**config.mk**
```make
export PLATFORM = sky130hd
export DESIGN_NAME = multich_cymometer_flat
export DESIGN_NICKNAME = d
export VERILOG_FILES = /design/src/rtl/multich_cymometer_if.sv /design/src/rtl/multich_cymometer.sv /design/src/flat_wrapper.sv
export SDC_FILE = /design/constraint.sdc
export NUM_CORES = 2
export LEC_CHECK = 0
export ABC_AREA = 1
export BUFFER_PORTS_ARGS = -buffer_cell sky130_fd_sc_hd__buf_2
export CAP_MARGIN = 20
export CORE_UTILIZATION = 55
export DETAILED_ROUTE_END_ITERATION = 12
export GPL_ROUTABILITY_DRIVEN = 0
export MAX_ROUTING_LAYER = met4
export PLACE_DENSITY = 0.78
export SLEW_MARGIN = 20
export SYNTH_ARGS = -nofsm -noshare
export SYNTH_HDL_FRONTEND = slang
export SYNTH_SLANG_ARGS = --single-unit
```
**constraint.sdc**
```tcl
create_clock -name clk_fs -period 35.9 [get_ports clk_fs]
set_input_delay 1.795 -clock clk_fs [delete_from_list [all_inputs] [get_ports clk_fs]]
set_output_delay 1.795 -clock clk_fs [all_outputs]
set_load 0.005 [all_outputs]
```
**src/rtl/multich_cymometer_if.sv**
```systemverilog
// Bundle of control, input and result signals for the multi-channel cymometer.
// The measuring core takes the slave side; whoever drives start and gate_len
// and consumes the results takes the master side.
interface multich_cymometer_if #(
  parameter int NCH    = 4,
  parameter int CW     = 32,
  parameter int GATE_W = 32
);
  logic              start;
  logic              mode_cont;
  logic [GATE_W-1:0] gate_len;
  logic [NCH-1:0]    fx_in;
  logic              busy;
  logic              done;
  logic [NCH*CW-1:0] fx_cnt;
  logic [NCH*CW-1:0] fs_cnt;
  logic [NCH*CW-1:0] ph_cnt;
  logic [NCH-1:0]    lead;
  logic [NCH-1:0]    ovf;
  logic [NCH-1:0]    nosig;

  modport master (
    output start, mode_cont, gate_len, fx_in,
    input  busy, done, fx_cnt, fs_cnt, ph_cnt, lead, ovf, nosig
  );

  modport slave (
    input  start, mode_cont, gate_len, fx_in,
    output busy, done, fx_cnt, fs_cnt, ph_cnt, lead, ovf, nosig
  );
endinterface

```
**src/rtl/multich_cymometer.sv**
```systemverilog
// Multi-channel reciprocal frequency/phase meter, windows aligned to each input's own periods.
// Latency: gate_len cycles + wait for next rising edge per channel (bounded by gate_len timeout) + 2.
// No backpressure: start is dropped while busy; results and done update once per measurement.
module multich_cymometer #(
  parameter int NCH         = 4,
  parameter int CW          = 32,
  parameter int GATE_W      = 32,
  parameter int SYNC_STAGES = 2
) (
  input logic                clk_fs,
  input logic                rst,
  multich_cymometer_if.slave cym
);

  localparam logic [1:0] ST_IDLE  = 2'd0;
  localparam logic [1:0] ST_GATE  = 2'd1;
  localparam logic [1:0] ST_CLOSE = 2'd2;
  localparam logic [1:0] ST_DONE  = 2'd3;
  localparam logic [CW-1:0] SAT   = '1;

  logic [NCH-1:0]    sync_q [SYNC_STAGES];
  logic [NCH-1:0]    s_d_q;
  logic [NCH-1:0]    s;
  logic [NCH-1:0]    rise;

  logic [1:0]        state_q, state_d;
  logic [GATE_W-1:0] gate_q, gate_d;
  logic [GATE_W-1:0] tmo_q, tmo_d;
  logic [GATE_W-1:0] len_q, len_d;
  logic [GATE_W-1:0] eff_len;
  logic              clear;
  logic              count_en;

  logic [NCH-1:0]    op_q, cl_q, ph_state_q;
  logic [CW-1:0]     fx_tmp_q [NCH];
  logic [CW-1:0]     fs_tmp_q [NCH];
  logic [CW-1:0]     ph_tmp_q [NCH];

  logic              done_q;
  logic [NCH*CW-1:0] fx_cnt_q, fs_cnt_q, ph_cnt_q;
  logic [NCH-1:0]    lead_q, ovf_q, nosig_q;

  assign s        = sync_q[SYNC_STAGES-1];
  assign rise     = s & ~s_d_q;
  assign eff_len  = (cym.gate_len == '0) ? GATE_W'(1) : cym.gate_len;
  assign clear    = ((state_q == ST_IDLE) && cym.start) || (state_q == ST_DONE);
  assign count_en = (state_q == ST_GATE) || (state_q == ST_CLOSE);

  // Synchroniser chain plus one edge-detect flop per input.
  always_ff @(posedge clk_fs or posedge rst) begin
    if (rst) begin
      for (int i = 0; i < SYNC_STAGES; i++) sync_q[i] <= '0;
      s_d_q <= '0;
    end else begin
      sync_q[0] <= cym.fx_in;
      for (int i = 1; i < SYNC_STAGES; i++) sync_q[i] <= sync_q[i-1];
      s_d_q <= s;
    end
  end

  // Sequencer next state: gate countdown, then wait for all windows to close or the timeout.
  always_comb begin
    state_d = state_q;
    gate_d  = gate_q;
    tmo_d   = tmo_q;
    len_d   = len_q;
    case (state_q)
      ST_IDLE: begin
        if (cym.start) begin
          gate_d  = eff_len;
          len_d   = eff_len;
          state_d = ST_GATE;
        end
      end
      ST_GATE: begin
        if (gate_q <= GATE_W'(1)) begin
          tmo_d   = len_q;
          state_d = ST_CLOSE;
        end else begin
          gate_d = gate_q - GATE_W'(1);
        end
      end
      ST_CLOSE: begin
        if ((&cl_q) || (tmo_q <= GATE_W'(1))) state_d = ST_DONE;
        else                                  tmo_d   = tmo_q - GATE_W'(1);
      end
      default: begin
        if (cym.mode_cont) begin
          gate_d  = eff_len;
          len_d   = eff_len;
          state_d = ST_GATE;
        end else begin
          state_d = ST_IDLE;
        end
      end
    endcase
  end

  // Sequencer state registers.
  always_ff @(posedge clk_fs or posedge rst) begin
    if (rst) begin
      state_q <= ST_IDLE;
      gate_q  <= '0;
      tmo_q   <= '0;
      len_q   <= '0;
    end else begin
      state_q <= state_d;
      gate_q  <= gate_d;
      tmo_q   <= tmo_d;
      len_q   <= len_d;
    end
  end

  // Per-channel window flags, saturating counters and phase-direction tracking.
  always_ff @(posedge clk_fs or posedge rst) begin
    if (rst) begin
      op_q       <= '0;
      cl_q       <= '0;
      ph_state_q <= '0;
      for (int k = 0; k < NCH; k++) begin
        fx_tmp_q[k] <= '0;
        fs_tmp_q[k] <= '0;
        ph_tmp_q[k] <= '0;
      end
    end else if (clear) begin
      op_q       <= '0;
      cl_q       <= '0;
      ph_state_q <= '0;
      for (int k = 0; k < NCH; k++) begin
        fx_tmp_q[k] <= '0;
        fs_tmp_q[k] <= '0;
        ph_tmp_q[k] <= '0;
      end
    end else if (count_en) begin
      for (int k = 0; k < NCH; k++) begin
        // The opening rise itself is not counted as a period; the closing rise is.
        if ((state_q == ST_GATE) && !op_q[k] && rise[k]) op_q[k] <= 1'b1;
        if ((state_q == ST_CLOSE) && op_q[k] && !cl_q[k] && rise[k]) cl_q[k] <= 1'b1;
        if (op_q[k] && !cl_q[k]) begin
          if (fs_tmp_q[k] != SAT) fs_tmp_q[k] <= fs_tmp_q[k] + CW'(1);
          if (rise[k] && (fx_tmp_q[k] != SAT)) fx_tmp_q[k] <= fx_tmp_q[k] + CW'(1);
          if ((s[0] != s[k]) && (ph_tmp_q[k] != SAT)) ph_tmp_q[k] <= ph_tmp_q[k] + CW'(1);
        end
        if (s[0] && !s[k])      ph_state_q[k] <= 1'b1;
        else if (s[k] && !s[0]) ph_state_q[k] <= 1'b0;
      end
    end
  end

  // Result registers: published once per measurement, zeroed for channels that never closed.
  always_ff @(posedge clk_fs or posedge rst) begin
    if (rst) begin
      done_q   <= 1'b0;
      fx_cnt_q <= '0;
      fs_cnt_q <= '0;
      ph_cnt_q <= '0;
      lead_q   <= '0;
      ovf_q    <= '0;
      nosig_q  <= '0;
    end else begin
      done_q <= (state_q == ST_DONE);
      if (state_q == ST_DONE) begin
        for (int k = 0; k < NCH; k++) begin
          nosig_q[k] <= !(op_q[k] && cl_q[k]);
          ovf_q[k]   <= (fx_tmp_q[k] == SAT) || (fs_tmp_q[k] == SAT) || (ph_tmp_q[k] == SAT);
          lead_q[k]  <= (k == 0) ? 1'b0 : ph_state_q[k];
          fx_cnt_q[k*CW +: CW] <= (op_q[k] && cl_q[k]) ? fx_tmp_q[k] : '0;
          fs_cnt_q[k*CW +: CW] <= (op_q[k] && cl_q[k]) ? fs_tmp_q[k] : '0;
          ph_cnt_q[k*CW +: CW] <= (op_q[k] && cl_q[k] && (k != 0)) ? ph_tmp_q[k] : '0;
        end
      end
    end
  end

  assign cym.busy   = (state_q != ST_IDLE);
  assign cym.done   = done_q;
  assign cym.fx_cnt = fx_cnt_q;
  assign cym.fs_cnt = fs_cnt_q;
  assign cym.ph_cnt = ph_cnt_q;
  assign cym.lead   = lead_q;
  assign cym.ovf    = ovf_q;
  assign cym.nosig  = nosig_q;

endmodule

```
**src/flat_wrapper.sv**
```systemverilog
// flat-port wrapper written by rule: the top's interface ports become plain ports
module multich_cymometer_flat 
#(
  parameter int NCH         = 4,
  parameter int CW          = 32,
  parameter int GATE_W      = 32,
  parameter int SYNC_STAGES = 2
)
  (clk_fs, rst, cym_start, cym_mode_cont, cym_gate_len, cym_fx_in, cym_busy, cym_done, cym_fx_cnt, cym_fs_cnt, cym_ph_cnt, cym_lead, cym_ovf, cym_nosig);
  multich_cymometer_if #(.NCH(NCH), .CW(CW), .GATE_W(GATE_W)) cym_i ();
  input logic clk_fs;
  input logic rst;
  input wire logic [$bits(cym_i.start)-1:0] cym_start;
  input wire logic [$bits(cym_i.mode_cont)-1:0] cym_mode_cont;
  input wire logic [$bits(cym_i.gate_len)-1:0] cym_gate_len;
  input wire logic [$bits(cym_i.fx_in)-1:0] cym_fx_in;
  output wire logic [$bits(cym_i.busy)-1:0] cym_busy;
  output wire logic [$bits(cym_i.done)-1:0] cym_done;
  output wire logic [$bits(cym_i.fx_cnt)-1:0] cym_fx_cnt;
  output wire logic [$bits(cym_i.fs_cnt)-1:0] cym_fs_cnt;
  output wire logic [$bits(cym_i.ph_cnt)-1:0] cym_ph_cnt;
  output wire logic [$bits(cym_i.lead)-1:0] cym_lead;
  output wire logic [$bits(cym_i.ovf)-1:0] cym_ovf;
  output wire logic [$bits(cym_i.nosig)-1:0] cym_nosig;
  assign cym_i.start = cym_start;
  assign cym_i.mode_cont = cym_mode_cont;
  assign cym_i.gate_len = cym_gate_len;
  assign cym_i.fx_in = cym_fx_in;
  assign cym_busy = cym_i.busy;
  assign cym_done = cym_i.done;
  assign cym_fx_cnt = cym_i.fx_cnt;
  assign cym_fs_cnt = cym_i.fs_cnt;
  assign cym_ph_cnt = cym_i.ph_cnt;
  assign cym_lead = cym_i.lead;
  assign cym_ovf = cym_i.ovf;
  assign cym_nosig = cym_i.nosig;
  multich_cymometer #(.NCH(NCH), .CW(CW), .GATE_W(GATE_W), .SYNC_STAGES(SYNC_STAGES)) u_core (.clk_fs(clk_fs), .rst(rst), .cym(cym_i));
endmodule
```
# Yosys cells after proc, flatten, opt, wreduce, memory -nomap -nowiden
# Index checks and enable logic that the tools add are counted.
dict set report totals {
  ff_bits 869
  out_inout_bits 398
  word_cells 293
}
dict set report op_classes {
  add_sub_neg 13
  order_cmp 2
  eq_ne 34
  muxes 73
  bitwise_logic 4
  reduce_logical 130
}
# op count
set ops {}
lappend ops {{$mux W32} 39}
lappend ops {{$mux W128} 5}
lappend ops {{$eq A32 B32 Y1 const B} 12}
lappend ops {{$add A32 B1 Y32 const B} 11}
lappend ops {{$ne A32 B32 Y1 const B} 11}
lappend ops {{$pmux W32 S2} 2}
lappend ops {{$mux W96} 1}
lappend ops {{$pmux W32 S3} 1}
lappend ops {{$le A32 B1 Y1 const B} 2}
lappend ops {{$sub A32 B1 Y32 const B} 2}
lappend ops {{$reduce_bool A2 Y1} 27}
lappend ops {{$logic_and A1 B1 Y1} 42}
lappend ops {{$reduce_and A3 Y1} 14}
lappend ops {{$logic_not A32 Y1} 1}
lappend ops {{$mux W4} 6}
lappend ops {{$reduce_and A2 Y1} 11}
lappend ops {{$logic_not A1 Y1} 16}
lappend ops {{$mux W1} 15}
lappend ops {{$reduce_bool A3 Y1} 4}
lappend ops {{$logic_or A1 B1 Y1} 11}
lappend ops {{$reduce_and A4 Y1} 2}
lappend ops {{$mux W2} 3}
lappend ops {{$ne A2 B2 Y1 const B} 3}
lappend ops {{$pmux W2 S3} 1}
lappend ops {{other kinds (9)} 14}

# Logic depth before layout (Yosys ltp)
dict set report depth {
  depth_word 7
  ltp_mapped 13
  ltp_nobuf 13
}

# Worst setup path before layout
# Ideal clock, no wire load.
dict set report synth_path {
  kind {input -> register}
  start {in cym_start}
  end {reg u_core.fs_tmp_q[84] (netlist name)}
  setup_time_ns 0.083
  t_arrival_ns 2.836
  slack_ns 32.981
  stages 6
  path_cell_list {a21oi_4 -> buf_6 -> buf_2 -> clkbuf_1 -> nand4_1 -> o21ai_0}
}
dict set report synth_via {
  elab_chain_cells 4
  word_cells_on_any_way 7
  cone_classes {1 x mux; 6 x reduce/logical}
}
# element line
set synth_rtl {}
lappend synth_rtl {{start, declared} flat_wrapper.sv:13} ;# input wire logic [$bits(cym_i.start)-1:0] cym_start;
lappend synth_rtl {{$logic_and A1 B1 Y1 *} multich_cymometer.sv:46} ;# assign clear = ((state_q == ST_IDLE) && cym.start) || (state_q == ST_DONE);
lappend synth_rtl {{$logic_or A1 B1 Y1 *} multich_cymometer.sv:46}
lappend synth_rtl {{$reduce_bool A2 Y1 (no source line)} -}
lappend synth_rtl {{$reduce_and A3 Y1 (no source line)} -}
lappend synth_rtl {{end signal, assigned by index} multich_cymometer.sv:122} ;# fs_tmp_q[k] <= '0;
lappend synth_rtl {{end signal, assigned by index} multich_cymometer.sv:131} ;# fs_tmp_q[k] <= '0;
lappend synth_rtl {{end, declared} multich_cymometer.sv:36} ;# logic [CW-1:0] fs_tmp_q [NCH];
# Mark *: on every way between the ends. The rest lies on a longest branch, timed or not.
# A chain may end at the register's enable or synchronous reset.

# Worst setup path after layout
dict set report layout_path {
  start {in cym_start}
  end {reg u_core.fx_tmp_q[64] (netlist name)}
}
dict set report layout_via {
  elab_chain_cells 4
  word_cells_on_any_way 7
  cone_classes {1 x mux; 6 x reduce/logical}
}
# element line
set layout_rtl {}
lappend layout_rtl {{$logic_and A1 B1 Y1 *} multich_cymometer.sv:46}
lappend layout_rtl {{$logic_or A1 B1 Y1 *} multich_cymometer.sv:46}
lappend layout_rtl {{$reduce_bool A2 Y1 (no source line)} -}
lappend layout_rtl {{$reduce_and A3 Y1 (no source line)} -}
lappend layout_rtl {{end signal, assigned by index} multich_cymometer.sv:121} ;# fx_tmp_q[k] <= '0;
lappend layout_rtl {{end signal, assigned by index} multich_cymometer.sv:130} ;# fx_tmp_q[k] <= '0;
lappend layout_rtl {{end, declared} multich_cymometer.sv:35} ;# logic [CW-1:0] fx_tmp_q [NCH];
# Marked as above.

==> results.yml <==
status:
  outcome: "complete, no violations"
critical_path:
  critPathMaxStageDelay_ns: 0.81
  crit_path_frequent_cell: "buf_4"
  cp.required_ns: 36.44
  criticalPathCategory: "in2reg"
  path_cells: "buf_2, a21oi_4, buf_4, buf_12, buf_4, nand2_1, o21ai_0"
  cp-start-kind: "input pin"
  worstPathMaxFanout: 167
  worstPathArrival_ns: 4.84
  crit_path_end_kind: "register"
  path_buf_inv: 4
  cp_top_family: "buffers and inverters"
  cp_slowest_cell: "buf_4"
cells_and_area:
  fillCellCount: 7019
  multiInputGateArea_um2: 20300
  final_layout_size_suffix_gt1_frac: 0.107
  area_delta_synth_final_pct: 12.5
  layout.nets: 6465
  utilization: 0.630
  antenna_cells: 0
  layout_commonest_cell: "nand2_1"
  regArea_um2: 20900
  layout_common_cells: "2009 x nand2_1, 837 x dfrtp_1, 693 x nor2_1"
cts:
  cts_num_sinks: 837
  clock_path_buffers: 3
  cts_buffers: 91
  post_cts_resized: 0
  clk_latency_ns: 0.65
  cts_hold_buf: 0
  cts_tree: "built"
  clock-root-buffer: "clkbuf_16"
  path_clk_slew_ns: 0.06
  post-cts-setup-buffer-count: 0
  h-tree-depth: 3
sta:
  worstMarginPinSlew_ns: 1.08
  rsz0062_at_grt: "no"
  fin_crit_sh: 0.120
  holdWs_ns: 0.377
  slew_violations: 0
  finalSetupViolCount: 0
  fin_tns_setup_ns: 0
  slew_headroom: 0.282
  layout_min_cycle_time_ns: 4.30
  skew_ns: 0.0241
  setup_ws_ns: 31.60
  fmax_mhz: 233
  hold_viol: 0
power:
  switching_share: 0.396
  p_leak_uw: 0.0236
  p_sw_uw: 1230
  clockPowerShare: 0.317
  p_per_area_nw_per_um2: 62.1
  seq_power_share: 0.388
  combPwrFrac: 0.295
  ir_drop_mv: 0.0566
  internal_power_uw: 1880
routing:
  vias: 42200
  avgRoutedWirePerCell_um: 17.3
  drc: 0
  viasPerCell: 5.61
  antenna_left: 0
  drt_wl_total_um: 130000
  first_pass_iters: 7
  dr.first_iter.drc_count: 4588
synthesis:
  post_synth_num_cell_types: 46
  yosysSeqAreaShare: 0.470
  synth_edf_count: 0
  ys_ff_latch: 837
  synth-main-ff-cell: "dfrtp_1"
  synth_area_um2: 44500
  netlist_top_cells_area: "dfrtp_1 47%, nand2_1 17%, o21ai_0 6.4%"
  synth_top_area_cell: "dfrtp_1"
  yosys_warnings: 0
  netlist_instances: 6090
  synth_area_per_cell_um2: 7.31
  async_flop_share: 1.00
  synth_top_area_share: 0.470
floorplan:
  ios: 438
  row_count: 103
  initial_core_util: 0.560
  coreArea_um2: 79500
  fp.dieW_um: 287
  fp.dieH_um: 287
  die_area_um2: 82100
job:
  cap_violations: 0
grt:
  grt_max_degree: 168
  antenna_found_initial: 3
  grt_first_pass_wirelength_um: 209000
  grt_overflow: 0
  grt_pass1_vias: 39500
  grt_usage: 0.325
placement:
  io_buffers: 404
  dp_hpwl_um: 91900
  dpl_worst_slack_ns: 30.64
hold_path:
  hold_class: "reg2reg"
worst register-to-register path, delay by kind of cell, from the launching register on:
kind,cells,cell delay [ns]
AOI/OAI and AO/OA,1,0.11
adders and majority gates,1,0.55
buffers and inverters,4,1.15
DFF,1,0.40
and+or+nand+nor,4,1.61
area by class of cell:
type | count | area share
inverter | 556 | 0.0420
multi-input combinational | 4483 | 0.406
clock buffer | 131 | 0.0535
sequential | 837 | 0.418
clock inverter | 37 | 0.00941
tap | 1050 | 0.0262
timing repair buffer | 434 | 0.0455
flip-flops by register name, summed over array words and instances, names as in the netlist, 32 cells and up:
name	count
u_core.cym.fs_cnt	128
u_core.cym.fx_cnt	128
u_core.fs_tmp_q	128
u_core.fx_tmp_q	128
u_core.cym.ph_cnt	96
u_core.ph_tmp_q	96
u_core.gate_q	32
u_core.len_q	32
u_core.tmo_q	32
power groups by stage:
stage	Clock, uW	Sequential (uW)	Combinational (uW)
2_1_floorplan	0	1180	733
3_3_place_gp	0	1210	884
3_5_place_dp	0	1220	909
4_1_cts	1000	1200	912
5_1_grt	1030	1220	1030
6_report	986	1210	920
logic make-up after synthesis:
family | share of synthesized area
xor gates and xnor gates | 0.0238
AOI/OAI and AO/OA | 0.0897
other | 0.0000842
DFF | 0.470
buffers and inverters | 0.0761
adders and majority gates | 0.00618
and+or+nand+nor | 0.334
cells in the mapped netlist (6+ instances only):
cell      instances
ha_1             22
buf_2            70
or2_2            10
nand4_1         156
nand2_1        2010
nor3_2            9
nor3_1          131
nor2_4            9
o31ai_1          18
nor3_4            6
nor2_2           10
dfrtp_1         837
inv_2            22
xor2_1          115
nand2_2          18
xnor2_1           6
buf_6            18
nand3_1         468
nand2_4           7
inv_1           532
buf_1            10
a21oi_1          28
o21ai_1         110
o21ai_0         574
buf_4            42
nor2_1          693
clkbuf_1        106
a22o_1           14
worst paths after layout:
path	end	slack [ns]	start	cells after the start
setup reg to reg	u_core.fx_tmp_q[64]$_DFFE_PP0P_	31.97	u_core.state_q[0]$_DFFE_PP0P_	10
hold / removal	u_core.s_d_q[3]$_DFF_PP0_	0.38	u_core.s[3]$_DFF_PP0_	0
min in group asynchronous	u_core.cym.fs_cnt[67]$_DFFE_PP0P_	1.30	rst	2
hold reg to reg	u_core.s_d_q[3]$_DFF_PP0_	0.38	u_core.s[3]$_DFF_PP0_	0
setup / recovery	u_core.fx_tmp_q[64]$_DFFE_PP0P_	31.60	cym_start	7
max in group asynchronous	u_core.ph_tmp_q[8]$_DFFE_PP0P_	31.65	rst	5
metal layers:
metal,vias up,track usage,share of wire
li1,20100,-,-
met1,20000,0.443,0.43
met2,1807,0.491,0.45
met3,342,0.0405,0.074
met4,0,0.137,0.045
met5,-,-,0
metrics by stage:
step                cells  power (uW)  cell area, um2
floorplan            6122        1910           44700
global placement     7360        2100           47000
detailed placement   7360        2120           47000
CTS                  7528        3110           50100
global route         7528        3290           50100
finish               7528        3110           50100
Power figures use the tool's default switching activity.
